File: config.mk
export PLATFORM = sky130hd
export DESIGN_NAME = sar_conv_sequencer
export DESIGN_NICKNAME = d
export VERILOG_FILES = /design/src/rtl/sar_conv_sequencer.sv
export SDC_FILE = /design/constraint.sdc
export NUM_CORES = 1
export LEC_CHECK = 0
export CELL_PAD_IN_SITES_DETAIL_PLACEMENT = 1
export CELL_PAD_IN_SITES_GLOBAL_PLACEMENT = 2
export CORE_UTILIZATION = 28
export DETAILED_ROUTE_END_ITERATION = 16
export GPL_TIMING_DRIVEN = 0
export PLACE_DENSITY = 0.64
export SYNTH_ARGS = -nofsm -noshare
export SYNTH_HDL_FRONTEND = slang
export SYNTH_SLANG_ARGS = --single-unit
File: constraint.sdc
create_clock -name clk -period 2.68 [get_ports clk]
set_input_delay 0.268 -clock clk [delete_from_list [all_inputs] [get_ports clk]]
set_output_delay 0.268 -clock clk [all_outputs]
set_load 0.02 [all_outputs]
File: src/rtl/sar_conv_sequencer.sv
// SAR conversion sequencer: cnvst/eoc handshake, averaging, valid/ready output.
// Define SAR_SEQ_ROUND_EN to round-to-nearest (saturating) instead of truncating.
module sar_conv_sequencer #(
    parameter int DATA_W   = 10,
    parameter int AVG_LOG2 = 2,
    parameter int PERIOD   = 64,
    parameter int TIMEOUT  = 48
) (
    input  logic              clk,
    input  logic              rst_n,
    input  logic              enable,
    output logic              cnvst,
    input  logic              eoc,
    input  logic [DATA_W-1:0] sar,
    output logic [DATA_W-1:0] res_data,
    output logic              res_valid,
    input  logic              res_ready,
    output logic              timeout_err,
    output logic              busy
);

    localparam int ACC_W = DATA_W + AVG_LOG2;
    localparam int CNT_W = ((AVG_LOG2 > 1) ? AVG_LOG2 : 1) + 1;
    localparam int PER_W = $clog2(PERIOD);
    localparam int TMO_W = (TIMEOUT > 2) ? $clog2(TIMEOUT) : 1;

    localparam logic [CNT_W-1:0] NSAMP    = CNT_W'(1 << AVG_LOG2);
    // Counters load 0 in START, so the limit is hit one count early.
    localparam logic [PER_W-1:0] PER_LAST = PER_W'(PERIOD - 2);
    localparam logic [TMO_W-1:0] TMO_LAST = TMO_W'(TIMEOUT - 2);

    localparam logic [2:0] S_IDLE   = 3'd0;
    localparam logic [2:0] S_START  = 3'd1;
    localparam logic [2:0] S_WAIT   = 3'd2;
    localparam logic [2:0] S_NEXT   = 3'd3;
    localparam logic [2:0] S_OUTPUT = 3'd4;

    logic [2:0]        state;
    logic [ACC_W-1:0]  acc;
    logic [CNT_W-1:0]  cnt;
    logic [PER_W-1:0]  per;
    logic [TMO_W-1:0]  tmo;
    logic [DATA_W-1:0] avg;

    assign busy = (state != S_IDLE);

    generate
        if (AVG_LOG2 == 0) begin : g_noavg
            assign avg = acc;
        end else begin : g_avg
`ifdef SAR_SEQ_ROUND_EN
            // (acc + half) >> k equals (acc >> k) plus the bit just below.
            logic [DATA_W:0] rnd;
            assign rnd = {1'b0, acc[ACC_W-1:AVG_LOG2]}
                       + (DATA_W+1)'(acc[AVG_LOG2-1]);
            assign avg = rnd[DATA_W] ? '1 : rnd[DATA_W-1:0];
`else
            assign avg = acc[ACC_W-1:AVG_LOG2];
`endif
        end
    endgenerate

    always_ff @(posedge clk or negedge rst_n) begin
        if (!rst_n) begin
            state       <= S_IDLE;
            cnvst       <= 1'b0;
            res_data    <= '0;
            res_valid   <= 1'b0;
            timeout_err <= 1'b0;
            acc         <= '0;
            cnt         <= '0;
            per         <= '0;
            tmo         <= '0;
        end else begin
            cnvst <= 1'b0;
            case (state)
                S_IDLE: begin
                    if (enable) begin
                        state <= S_START;
                        cnvst <= 1'b1;
                        acc   <= '0;
                        cnt   <= '0;
                    end else begin
                        timeout_err <= 1'b0;
                    end
                end
                S_START: begin
                    per   <= '0;
                    tmo   <= '0;
                    state <= S_WAIT;
                end
                S_WAIT: begin
                    tmo <= tmo + TMO_W'(1);
                    per <= per + PER_W'(1);
                    if (eoc) begin
                        acc   <= acc + ACC_W'(sar);
                        cnt   <= cnt + CNT_W'(1);
                        state <= S_NEXT;
                    end else if (tmo == TMO_LAST) begin
                        timeout_err <= 1'b1;
                        acc         <= '0;
                        cnt         <= '0;
                        state       <= S_NEXT;
                    end
                end
                S_NEXT: begin
                    per <= per + PER_W'(1);
                    if (cnt == NSAMP) begin
                        res_data  <= avg;
                        res_valid <= 1'b1;
                        state     <= S_OUTPUT;
                    end else if (!enable) begin
                        state <= S_IDLE;
                    end else if (per == PER_LAST) begin
                        state <= S_START;
                        cnvst <= 1'b1;
                    end
                end
                S_OUTPUT: begin
                    if (res_ready) begin
                        res_valid <= 1'b0;
                        acc       <= '0;
                        cnt       <= '0;
                        if (enable) begin
                            state <= S_START;
                            cnvst <= 1'b1;
                        end else begin
                            state <= S_IDLE;
                        end
                    end
                end
                default: state <= S_IDLE;
            endcase
        end
    end

endmodule

==> flow_summary.yaml, run 1 <==
outcome:
  outcome: "completed"
timing:
  tightest_slew_ps: 501.6
  timing.hold.ws_ps: 471.9
  slew_headroom: 0.6656
  skew_ps: 7.752
  final_hold_viol_count: 0
  timing.final.crit_share: 0.8084
  max_freq_mhz: 461.6
  setup_violations: 0
  finalMaxSlewViolations: 0
  post-route-min-period_ps: 2166
  rsz0062_at_grt: "false"
placement:
  hpwl_um: 4187
  gp_congestion: 0.6773
  portBuffers: 28
  dp.cells: 364
yosys:
  yosys_warnings: 0
  ys_types: 49
  async_flop_share: 1.000
  syn_area_um2: 2376
  synthCells: 230
  synthesis.nets: 262
  yosysSeqAreaShare: 0.4529
  yosys_register_bits: 43
  avgSynthCellArea_um2: 10.33
  synth_edf_count: 0
  synth_ff_type: "dfrtp_1"
worst_setup_path:
  r2r_cells: 7
  critPathKind: "in -> reg"
  cp_data_arrival_time_ps: 2330
  worst-path-stages: 8
  start_kind: "input port"
  critPathMaxStageDelay_ps: 410
  worst_setup_path_end_kind: "flip-flop"
  crit_required_ps: 2850
  crit_family: "compound AO/OA/AOI/OAI gates"
  crit_path_max_fanout: 3
  cp_num_buf_inv: 1
  worstPathCellList: "clkdlybuf4s50_1 > ha_1 > fa_1 > a21o_1 > a221oi_2 > nor3_1 > a311oi_1 > o21ai_1"
  slowest_stage: "clkdlybuf4s50_1"
clock_network:
  cts_resized: 0
  clk_pin_slew_ps: 90
  htree_levels: 2
  cts_tree: "built"
  cts_root_buf: "clkbuf_8"
  cts_inserted_buffers: 5
  insertion_delay_ps: 290
  clkSinkCount: 43
  ctsLongestPathBuffers: 2
power_and_ir_drop:
  peakVddDrop_uv: 304.1
  leakage_nw: 1.346
  p_per_area_nw_per_um2: 928.3
cells_and_area:
  instances_no_fill: 373
  antenna_cells: 0
  fillers: 914
  num-nets-final: 299
  syn_to_final_growth_pct: 23.33
  drive_gt1_frac: 0.1343
global_routing:
  grt_overflow: 0
  grt_use_total: 0.1434
  antenna_found_initial: 0
  grt_pass1_wl_um: 9777
  grt_max_degree: 25
  grt_pass1_vias: 1959
route:
  post_drt_wl_per_cell_um: 15.35
  drcViolationCount: 0
  via_count: 1845
  routed_wl_um: 5725
  drtIter0Drc: 63
  detail_route.vias_per_cell: 4.946
  ant_nets: 0
  dr.pass1.iters: 4
hold_path:
  hold_class: "in -> async"
floorplanning:
  row_count: 33
  dieArea_um2: 8859
  fp.dieW_um: 94.12
  pin_count: 29
  die_h_um: 94.12
  initial_core_util: 0.2892
  fp.coreArea_um2: 8217
run:
  max_cap_viol_count: 0
## state kept, by name, indices dropped and copies added (netlist names)
register	flops
timeout_err	1
res_data	10
cnvst	1
acc	12
state	3
tmo	6
per	6
res_valid	1
cnt	3
## worst register-to-register path, delay by kind of cell (launching register included)
| family | cells | cell delay, ps |
|---|---|---|
| AO/OA/AOI/OAI | 4 | 930 |
| adder cells (fa/ha/maj) | 2 | 620 |
| flip-flops | 1 | 390 |
| AND/OR/NAND/NOR | 1 | 90 |
## power by group
part | switching, mW | internal, mW | total (mW)
Sequential | 0.151 | 0.834 | 0.985
Combinational | 0.667 | 0.531 | 1.20
Clock | 0.235 | 0.302 | 0.537
Total | 1.05 | 1.67 | 2.72
## kinds of logic after synthesis
logic type,Yosys count,synth area share
AO/OA/AOI/OAI,68,0.2001
XOR/XNOR,5,0.01843
adder cells (fa/ha/maj),17,0.09268
buffers and inverters,14,0.03265
flip-flops,43,0.4529
multiplexers,11,0.05161
AND/OR/NAND/NOR,72,0.1517
## final timing paths
kind	from	endpoint	slack [ps]
max	sar[0]	acc[8]	510
min	rst_n	per[2]	470
max reg2reg	acc[0]	acc[8]	540
min reg2reg	timeout_err	timeout_err	490
max in group asynchronous	rst_n	acc[10]	1700
min in group clk	timeout_err	timeout_err	490
## Yosys cell counts (2+ instances only)
library cell / n / area share
xnor2_1: 2 / 0.0074
dfrtp_1: 43 / 0.45
xor2_1: 3 / 0.011
a21o_2: 2 / 0.0074
nand2b_1: 2 / 0.0053
buf_2: 2 / 0.0042
buf_6: 3 / 0.014
nand3_1: 7 / 0.015
and3_1: 3 / 0.0079
inv_1: 7 / 0.011
o211ai_1: 2 / 0.0063
o21ai_0: 24 / 0.051
and2_1: 3 / 0.0079
a211o_1: 2 / 0.0074
a21o_1: 7 / 0.022
or3_1: 3 / 0.0079
a22o_1: 5 / 0.018
o31ai_1: 3 / 0.0095
nand4_1: 6 / 0.016
ha_1: 16 / 0.084
nor3_1: 2 / 0.0042
clkbuf_1: 2 / 0.0032
nor2_1: 6 / 0.0095
a21oi_1: 5 / 0.011
nor2b_1: 2 / 0.0053
mux2_2: 10 / 0.047
a311oi_1: 2 / 0.0074
a31oi_1: 3 / 0.0079
or2_2: 2 / 0.0053
nand2_1: 32 / 0.051
## layout by cell type, fill, tap and decap left out, types with 5 or more instances in the layout
master,count
dfrtp_1,43
nand2_1,32
clkdlybuf4s50_1,27
o21ai_0,24
ha_1,16
mux2_2,10
inv_1,7
nand3_1,7
a21o_1,7
nand4_1,6
nor2_1,6
clkbuf_8,6
a21oi_1,5
a22o_1,5
## repair_timing
action / in CTS / in global routing
hold buffers: 1 / 0
endpoints found under the hold margin: 19 / 0
setup buffers: 0 / 0
## layer usage
metal	track usage	vias up	wire length, um	part of all wire
li1	-	912	-	-
met1	0.1930	901	2801	0.49
met2	0.2354	27	2726	0.48
met3	0.02751	5	146	0.026
met4	0.03462	0	52	0.0091
met5	0	-	0	0
## final cells by class
class,instances,area (um^2),area share
Buffer,7,51.30,0.01751
Clock buffer,6,82.58,0.02818
Clock inverter,2,35.03,0.01196
Multi-Input combinational cell,173,1222,0.4172
Timing Repair Buffer,30,305.3,0.1042
Sequential cell,43,1076,0.3672
Inverter,7,26.28,0.008967
Tap cell,105,131.4,0.04483
## through the flow
stage          power [mW]  setup slack, ps  setup TNS (ps)  area (um^2)    util
6_report            2.720            513.5               0         2930  0.3566
5_1_grt             2.975            369.3               0         2930  0.3566
4_1_cts             2.773            492.4               0         2930  0.3566
3_5_place_dp        2.214            168.4               0         2803  0.3411
3_3_place_gp        2.200           -9.472          -258.8         2788  0.3393
2_1_floorplan       1.816            744.7               0         2376       -
Note: power is estimated with default switching activity, not from simulation.
==> run 2: changes to the inputs <==
Clock period 2.68 ns to 2.2 ns, I/O delays scaled along.
==> flow_summary.yaml, run 2 (same netlist as run 1, synthesis figures left out) <==
clock_network:
  postCtsSetupBuffers: 0
  clk_pin_slew_ps: 90
  cts_inserted_buffers: 5
  cts_tree: "built"
  ctsLongestPathBuffers: 2
  htree_levels: 2
  insertion_delay_ps: 290
  cts_root_buf: "clkbuf_8"
  clkSinkCount: 43
route:
  post_drt_wl_per_cell_um: 15.35
  dr.pass1.iters: 4
  detail_route.vias_per_cell: 4.960
  via_count: 1845
  routed_wl_um: 5709
  ant_nets: 0
  drtIter0Drc: 66
  drcViolationCount: 0
power_and_ir_drop:
  peakVddDrop_uv: 374.0
  combPwrFrac: 0.435
  seqPwrFrac: 0.368
  p_per_area_nw_per_um2: 1131
  intPower_mw: 2.035
  leakage_nw: 1.346
  total_power_mw: 3.321
  p_sw_frac: 0.3872
  power.share.clock: 0.197
  p_sw_mw: 1.286
global_routing:
  grt_pass1_vias: 1959
  antenna_found_initial: 0
  grt_use_total: 0.1434
  grt_pass1_wl_um: 9777
  grt_overflow: 0
  grt_max_degree: 25
cells_and_area:
  drive_gt1_frac: 0.1348
  syn_to_final_growth_pct: 23.64
  num-nets-final: 298
  multiInputGateArea_um2: 1234
  fillers: 913
  antenna_cells: 0
  most-common-layout-cells: "43 x dfrtp_1, 32 x nand2_1, 27 x clkdlybuf4s50_1"
  largest-register: "acc"
  largest_reg_flops: 12
  seqCellArea_um2: 1076
  top_regs: "acc x12, res_data x10"
  mostFrequentLayoutCell: "dfrtp_1"
timing:
  final_hold_viol_count: 0
  rsz0062_at_grt: "true"
  finalMaxSlewViolations: 0
  slew_headroom: 0.6548
  tns_ps: 0
  setup_violations: 0
  finalWorstSetupSlack_ps: 152.1
  max_freq_mhz: 488.3
  post-route-min-period_ps: 2048
  timing.final.crit_share: 0.9309
  skew_ps: 7.282
  tightest_slew_ps: 517.8
worst_setup_path:
  slowest_stage: "fa_1"
  critPathKind: "reg -> reg"
  r2r_slack_ps: 150
  r2r_start: "acc[0]"
  rr_endpoint: "acc[8]"
  worst_setup_path_end_kind: "flip-flop"
  worstPathCellList: "ha_1 > fa_1 > a21o_1 > a221oi_4 > nor3_1 > a311oi_1 > o21ai_1"
  critPathMaxStageDelay_ps: 410
  cp_data_arrival_time_ps: 2210
  crit_end: "acc[8]"
  crit_required_ps: 2370
  r2r_cells: 7
  start_kind: "flip-flop"
  crit_start: "acc[0]"
  crit_path_max_fanout: 3
hold_path:
  hold_class: "in -> async"
floorplanning:
  fp.coreArea_um2: 8217
  fp.dieW_um: 94.12
  die_h_um: 94.12
  row_count: 33
  dieArea_um2: 8859
  pin_count: 29
  initial_core_util: 0.2892
placement:
  place_ws_ps: -263.6
  gp_congestion: 0.6773
  portBuffers: 28
  hpwl_um: 4187
run:
  max_cap_viol_count: 0
outcome:
  outcome: "completed"
[run 2: area by class of cell]
type,count,area share
tap,105,0.04472
inverter,7,0.008944
clock buffer,6,0.02811
timing repair buffer,30,0.1039
multi-input combinational,173,0.4199
clock inverter,2,0.01193
sequential,43,0.3663
buffer,6,0.01618
[run 2: worst min path at each step]
stage / startpoint / endpoint / slack [ps]
3_3_place_gp: timeout_err / timeout_err / 470
5_1_grt: rst_n / per[2] / 460
2_1_floorplan: rst_n / acc[0] / -80
6_report: rst_n / per[2] / 420
3_5_place_dp: rst_n / per[2] / 220
4_1_cts: rst_n / per[2] / 430
[run 2: layer usage]
metal / track usage / wire length, um
met1: 0.1930 / 2781
met2: 0.2354 / 2726
met3: 0.02751 / 149
met4: 0.03462 / 52
met5: 0 / 0
[run 2: power by group through the flow]
stage,Sequential (mW),Clock (mW),Combinational [mW]
after CTS,1.20,0.687,1.49
final,1.22,0.654,1.44
after global placement,1.22,0,1.46
after detailed placement,1.22,0,1.48
after global routing,1.27,0.715,1.65
after floorplan,1.23,0,0.982
[run 2: stage by stage]
stage	cells	util	cell area, um^2	hold slack, ps
after global placement	363	0.3393	2788	471.1
after floorplan	230	-	2376	-75.59
after CTS	373	0.3566	2930	432.1
after detailed placement	364	0.3411	2803	216.3
final	372	0.3575	2938	423.5
after global routing	372	0.3575	2938	464.1
[run 2: worst max-delay path, delay by kind of cell, from the launching register on]
family	cells	cell delay (ps)
adder cells (fa/ha/maj)	2	620
AO/OA/AOI/OAI	4	830
flip-flops	1	390
AND/OR/NAND/NOR	1	80
[run 2: timing repair]
action                                 4_1_cts  5_1_grt
setup endpoints to repair                    0        2
endpoints found under the hold margin       19        0
hold buffers                                 1        0
resized for setup                            0        1
